[src/rtl/alu_cmd_sequencer.sv]
// Packet controller between UART and ALU: parses SOF/OP/A/B/CHK frames, checks the
// XOR checksum, drives the ALU operands and answers with ACK+result or NAK.
module alu_cmd_sequencer #(
  parameter int                 NB_DATA = 8,
  parameter int                 NB_OPS  = 6,
  parameter int                 ALU_LAT = 1,
  parameter int                 TIMEOUT = 10000,
  parameter logic [NB_DATA-1:0] SOF     = 8'hAA,
  parameter logic [NB_DATA-1:0] ACK     = 8'h06,
  parameter logic [NB_DATA-1:0] NAK     = 8'h15
) (
  input  logic               i_clk,
  input  logic               i_reset,
  input  logic [NB_DATA-1:0] i_rx_data,
  input  logic               i_rx_valid,
  input  logic [NB_DATA-1:0] i_res,
  input  logic               i_tx_ready,
  output logic [NB_DATA-1:0] o_data_a,
  output logic [NB_DATA-1:0] o_data_b,
  output logic [NB_OPS-1:0]  o_ops,
  output logic [NB_DATA-1:0] o_tx_data,
  output logic               o_tx_valid,
  output logic               o_busy,
  output logic [7:0]         o_err_cnt
);

  localparam int TO_W  = (TIMEOUT > 2) ? $clog2(TIMEOUT) : 1;
  localparam int LAT_W = (ALU_LAT > 1) ? $clog2(ALU_LAT) : 1;

  typedef enum logic [3:0] {
    IDLE, GET_OP, GET_A, GET_B, GET_CHK, EXEC, SEND_ACK, SEND_RES, SEND_NAK
  } state_t;

  state_t             state_reg, state_next;
  logic [NB_DATA-1:0] op_reg, op_next;
  logic [NB_DATA-1:0] a_reg, a_next;
  logic [NB_DATA-1:0] b_reg, b_next;
  logic [NB_DATA-1:0] res_reg, res_next;
  logic [TO_W-1:0]    to_cnt_reg, to_cnt_next;
  logic [LAT_W-1:0]   lat_cnt_reg, lat_cnt_next;
  logic [7:0]         err_cnt_reg, err_cnt_next;
  logic [NB_DATA-1:0] data_a_reg, data_a_next;
  logic [NB_DATA-1:0] data_b_reg, data_b_next;
  logic [NB_OPS-1:0]  ops_reg, ops_next;
  logic               tx_valid_reg, tx_valid_next;
  logic [NB_DATA-1:0] tx_data_reg, tx_data_next;
  logic               err_inc;
  logic               to_expired;

  assign to_expired = (to_cnt_reg == TO_W'(TIMEOUT - 1));

  always_ff @(posedge i_clk) begin
    if (i_reset) begin
      state_reg    <= IDLE;
      op_reg       <= '0;
      a_reg        <= '0;
      b_reg        <= '0;
      res_reg      <= '0;
      to_cnt_reg   <= '0;
      lat_cnt_reg  <= '0;
      err_cnt_reg  <= '0;
      data_a_reg   <= '0;
      data_b_reg   <= '0;
      ops_reg      <= '0;
      tx_valid_reg <= 1'b0;
      tx_data_reg  <= '0;
    end else begin
      state_reg    <= state_next;
      op_reg       <= op_next;
      a_reg        <= a_next;
      b_reg        <= b_next;
      res_reg      <= res_next;
      to_cnt_reg   <= to_cnt_next;
      lat_cnt_reg  <= lat_cnt_next;
      err_cnt_reg  <= err_cnt_next;
      data_a_reg   <= data_a_next;
      data_b_reg   <= data_b_next;
      ops_reg      <= ops_next;
      tx_valid_reg <= tx_valid_next;
      tx_data_reg  <= tx_data_next;
    end
  end

  always_comb begin
    state_next   = state_reg;
    op_next      = op_reg;
    a_next       = a_reg;
    b_next       = b_reg;
    res_next     = res_reg;
    to_cnt_next  = to_cnt_reg;
    lat_cnt_next = lat_cnt_reg;
    data_a_next  = data_a_reg;
    data_b_next  = data_b_reg;
    ops_next     = ops_reg;
    err_inc      = 1'b0;

    case (state_reg)
      IDLE: begin
        to_cnt_next  = '0;
        lat_cnt_next = '0;
        if (i_rx_valid && (i_rx_data == SOF)) state_next = GET_OP;
      end
      GET_OP, GET_A, GET_B: begin
        // An arriving byte takes priority over an expiring timeout.
        if (i_rx_valid) begin
          to_cnt_next = '0;
          case (state_reg)
            GET_OP:  begin op_next = i_rx_data; state_next = GET_A;   end
            GET_A:   begin a_next  = i_rx_data; state_next = GET_B;   end
            default: begin b_next  = i_rx_data; state_next = GET_CHK; end
          endcase
        end else if (to_expired) begin
          to_cnt_next = '0;
          err_inc     = 1'b1;
          state_next  = IDLE;
        end else begin
          to_cnt_next = to_cnt_reg + TO_W'(1);
        end
      end
      GET_CHK: begin
        if (i_rx_valid) begin
          to_cnt_next = '0;
          if (i_rx_data == (op_reg ^ a_reg ^ b_reg)) begin
            ops_next     = op_reg[NB_OPS-1:0];
            data_a_next  = a_reg;
            data_b_next  = b_reg;
            lat_cnt_next = '0;
            state_next   = EXEC;
          end else begin
            err_inc    = 1'b1;
            state_next = SEND_NAK;
          end
        end else if (to_expired) begin
          to_cnt_next = '0;
          err_inc     = 1'b1;
          state_next  = IDLE;
        end else begin
          to_cnt_next = to_cnt_reg + TO_W'(1);
        end
      end
      EXEC: begin
        if (lat_cnt_reg == LAT_W'(ALU_LAT - 1)) begin
          res_next     = i_res;
          lat_cnt_next = '0;
          state_next   = SEND_ACK;
        end else begin
          lat_cnt_next = lat_cnt_reg + LAT_W'(1);
        end
      end
      SEND_ACK: if (i_tx_ready) state_next = SEND_RES;
      SEND_RES: if (i_tx_ready) state_next = IDLE;
      SEND_NAK: if (i_tx_ready) state_next = IDLE;
      default:  state_next = IDLE;
    endcase
  end

  always_comb begin
    err_cnt_next = err_cnt_reg;
    if (err_inc && (err_cnt_reg != 8'hFF)) err_cnt_next = err_cnt_reg + 8'd1;
  end

  // TX outputs are registered from the next state so they are stable while waiting for ready.
  always_comb begin
    tx_valid_next = 1'b0;
    tx_data_next  = '0;
    case (state_next)
      SEND_ACK: begin tx_valid_next = 1'b1; tx_data_next = ACK;      end
      SEND_RES: begin tx_valid_next = 1'b1; tx_data_next = res_next; end
      SEND_NAK: begin tx_valid_next = 1'b1; tx_data_next = NAK;      end
      default:  ;
    endcase
  end

  assign o_data_a   = data_a_reg;
  assign o_data_b   = data_b_reg;
  assign o_ops      = ops_reg;
  assign o_tx_data  = tx_data_reg;
  assign o_tx_valid = tx_valid_reg;
  assign o_busy     = (state_reg != IDLE);
  assign o_err_cnt  = err_cnt_reg;

endmodule

[config.mk]
export PLATFORM = sky130hd
export DESIGN_NAME = alu_cmd_sequencer
export DESIGN_NICKNAME = d
export VERILOG_FILES = /design/src/rtl/alu_cmd_sequencer.sv
export SDC_FILE = /design/constraint.sdc
export NUM_CORES = 1
export LEC_CHECK = 0
export ABC_AREA = 1
export ABC_CLOCK_PERIOD_IN_PS = 1600
export BUFFER_PORTS_ARGS = -buffer_cell sky130_fd_sc_hd__buf_2
export CAP_MARGIN = 20
export CORE_UTILIZATION = 53
export CTS_BUF_LIST = sky130_fd_sc_hd__clkbuf_4
export CTS_CLUSTER_DIAMETER = 30
export CTS_CLUSTER_SIZE = 14
export DETAILED_ROUTE_END_ITERATION = 8
export PLACE_DENSITY = 0.78
export SYNTH_ARGS = -nofsm -noshare
export SYNTH_HDL_FRONTEND = slang
export SYNTH_SLANG_ARGS = --single-unit
[constraint.sdc]
create_clock -name i_clk -period 1.6 [get_ports i_clk]
set_input_delay 0.48 -clock i_clk [delete_from_list [all_inputs] [get_ports i_clk]]
set_output_delay 0.48 -clock i_clk [all_outputs]
set_load 0.1 [all_outputs]
==> results.cfg <==
[run_status]
status = complete, but fails checks
violations = negative setup slack

[clocking]
cts_tree = built
clk_pin_slew_ns = 0.15
clock_path_buffers = 2
cts_hold_buf = 0
cts_sinks = 89
cts_buffers = 9
insertion_delay_ns = 0.44
htree_num_levels = 3
root_buffer = clkbuf_4

[routing]
wl_met2_um = 7128
viasPerCell = 5.478
drc = 0
routed_wl_um = 13420
first_pass_iters = 5
met3_length_um = 784
met1Wirelength_um = 4908
ant_nets = 0
vias = 4437
wl_per_cell_um = 16.57
drt_iter0_markers = 244
maxUsedRoutingLayer = met4

[sta]
setup-tns-final_ns = -7.586
hold_viol = 0
worstMarginPinSlew_ns = 0.3602
max_freq_mhz = 530.2
drv_slew = 0
setup_violations = 57
whs_ns = 0.2908
post-route-worst-setup-slack_ns = -0.2861
skew_ns = 0.01647
rsz0062_at_grt = yes
slew_headroom = 0.7599
fin_crit_ns = 1.886
fin_crit_sh = 1.179

[final_layout]
antenna_cells = 0
design_area_sq_um = 6382
largest_reg_flops = 14
nets = 725
final_cell_mix = buf_4, nand2_1, inv_1
layout_commonest_cell = buf_4
syn_to_final_growth_pct = 51.63
post-route-util = 0.8302
drive_gt1_frac = 0.5268

[job]
drv_cap = 0

[critical_path]
slowest_delay_ns = 0.41
critical_path_arrival_ns = 2.24
cp_max_fo = 8
critPathSlowestCell = dfxtp_4
critPathKind = register to register
crit_family = simple AND/OR/NAND/NOR gates
start_kind = register
critPathCaptureType = register
path_common_cell = nand2_8
r2r_cells = 13
cp.buffers_inverters = 2
crit_chain = xor2_1 -> nand2_1 -> nand2_1 -> nand2_2 -> nor2_4 -> buf_6 -> nand2_8 -> nand2_8 -> nand2_8 -> nand2_8 -> inv_4 -> nor2_2 -> nor2_1
required_ns = 1.95
path_depth = 13

[placed_design]
placed_area_sq_um = 5001
post-dp-hpwl_um = 6826
place_congestion = 0.8628
pre_cts_slack_ns = -0.3156
io_buffers = 59

[logic_synthesis]
yosysWarnings = 0
avgSynthCellArea_sq_um = 7.397
syn_inst = 569
ys_seq_area_frac = 0.4233
synth.distinct_cells = 38
syn_area_sq_um = 4209
ys_seq_elements = 89
syn-num-nets = 591

[power_and_ir_drop]
p_comb_frac = 0.069
powerDensity_nw_per_um2 = 565.9
switching_share = 0.2753
vdd_drop_max_uv = 578.2
p_leak_nw = 2.613
p_int_w = 0.002617
p_seq_frac = 0.607
power.switching_w = 0.0009943
pwr-share-clk = 0.325

[die]
start_util = 0.5475
dieArea_sq_um = 8302
core_sq_um = 7687
num_rows = 32
die_w_um = 91.12
die_h_um = 91.12
ioPinCount = 60

[grt]
grt_pass1_wl_um = 18640
grtUsageTotal = 0.2801
overflow = 0
grt_pass1_vias = 4225
grt_max_degree = 28
antenna_found_initial = 0

[hold_path]
hold_depth = 3
holdCritPathClass = input port to register
[metrics by stage]
step,total power (W),instances
finish,0.003612,810
global route,0.003737,810
CTS,0.003577,795
detailed placement,0.002445,756
global placement,0.002442,756
floorplan,0.002372,569
[what timing repair did]
item                       CTS  global route
resized for setup          150           151
buffers inserted            18            18
pin swaps                   33            44
gates cloned                 5             0
setup endpoints to repair   86            85
[routing by layer]
| metal | up-vias | GRT usage |
|---|---|---|
| met5 | - | 0 |
| met2 | 202 | 0.5038 |
| met3 | 58 | 0.06198 |
| met1 | 2087 | 0.3113 |
| met4 | 0 | 0.1349 |
| li1 | 2090 | - |
[worst register-to-register path, stage by stage (launching register included)]
cell,delay (ns)
dfxtp_4,0.41
xor2_1,0.23
nand2_1,0.13
nand2_1,0.13
nand2_2,0.08
nor2_4,0.13
buf_6,0.13
nand2_8,0.06
nand2_8,0.09
nand2_8,0.11
nand2_8,0.11
inv_4,0.05
nor2_2,0.09
nor2_1,0.04
[cell usage after synthesis]
master,number,area (sq um)
nand2_1,97,364.1
dfxtp_1,89,1782
inv_1,69,259.0
nor2_1,55,206.5
a21oi_1,53,265.3
o21ai_0,51,255.2
nand3_1,24,120.1
inv_2,17,63.81
nor3_1,10,50.05
xor2_1,10,87.58
xnor2_1,9,78.83
buf_2,8,40.04
nand2_2,8,50.05
o21ai_1,7,35.03
clkbuf_1,6,22.52
mux2i_1,6,60.06
nor2_2,6,37.54
a21oi_2,5,43.79
nor3_2,5,50.05
nand2_4,4,45.04
nor2_4,4,45.04
nand4_1,3,18.77
nor4_1,3,18.77
buf_4,2,15.01
ha_1,2,25.02
nor3b_2,2,25.02
or2_1,2,12.51
or2_2,2,12.51
a31oi_1,1,6.260
a41oi_1,1,8.760
buf_1,1,3.750
buf_6,1,11.26
nand2_8,1,20.02
nand3_4,1,17.52
nor3_4,1,16.27
nor4_4,1,21.27
o21ai_2,1,8.760
o22ai_1,1,6.260
[worst paths after layout]
kind | from | to | slack [ns]
max | op_reg[3]$_SDFFE_PP0P_ | o_err_cnt[1]$_SDFFE_PP0P_ | -0.29
min | i_res[0] | res_reg[0]$_SDFF_PP0_ | 0.29
max reg2reg | op_reg[3]$_SDFFE_PP0P_ | o_err_cnt[1]$_SDFFE_PP0P_ | -0.29
min reg2reg | o_data_b[7]$_SDFFE_PP0P_ | o_data_b[7]$_SDFFE_PP0P_ | 0.47
[final cells by class]
class	instances	area, sq um
multi-input combinational	377	2620
sequential	89	1871
timing repair buffer	140	1310
fill	430	1305
inverter	86	331.6
tap	102	127.6
clock buffer	9	67.56
clock inverter	7	55.05
[logic make-up (layout without fill, tap and decap cells)]
logic type / after synthesis / in the layout / share of synthesized area
AO/OA/AOI/OAI: 120 / 120 / 0.1495
AND/OR/NAND/NOR: 229 / 230 / 0.2687
buffers and inverters: 104 / 242 / 0.09869
multiplexers: 6 / 6 / 0.01427
flip-flops: 89 / 89 / 0.4233
XOR/XNOR: 19 / 19 / 0.03954
adder cells (fa/ha/maj): 2 / 2 / 0.005944
[power groups by stage]
stage | logic [W] | registers (W) | clock network, W
2_1_floorplan | 0.000108 | 0.00226 | 0
3_3_place_gp | 0.000179 | 0.00226 | 0
3_5_place_dp | 0.000182 | 0.00226 | 0
4_1_cts | 0.000207 | 0.00221 | 0.00116
5_1_grt | 0.000266 | 0.00219 | 0.00128
6_report | 0.000249 | 0.00219 | 0.00117
Note: power is estimated with default switching activity, not from simulation.
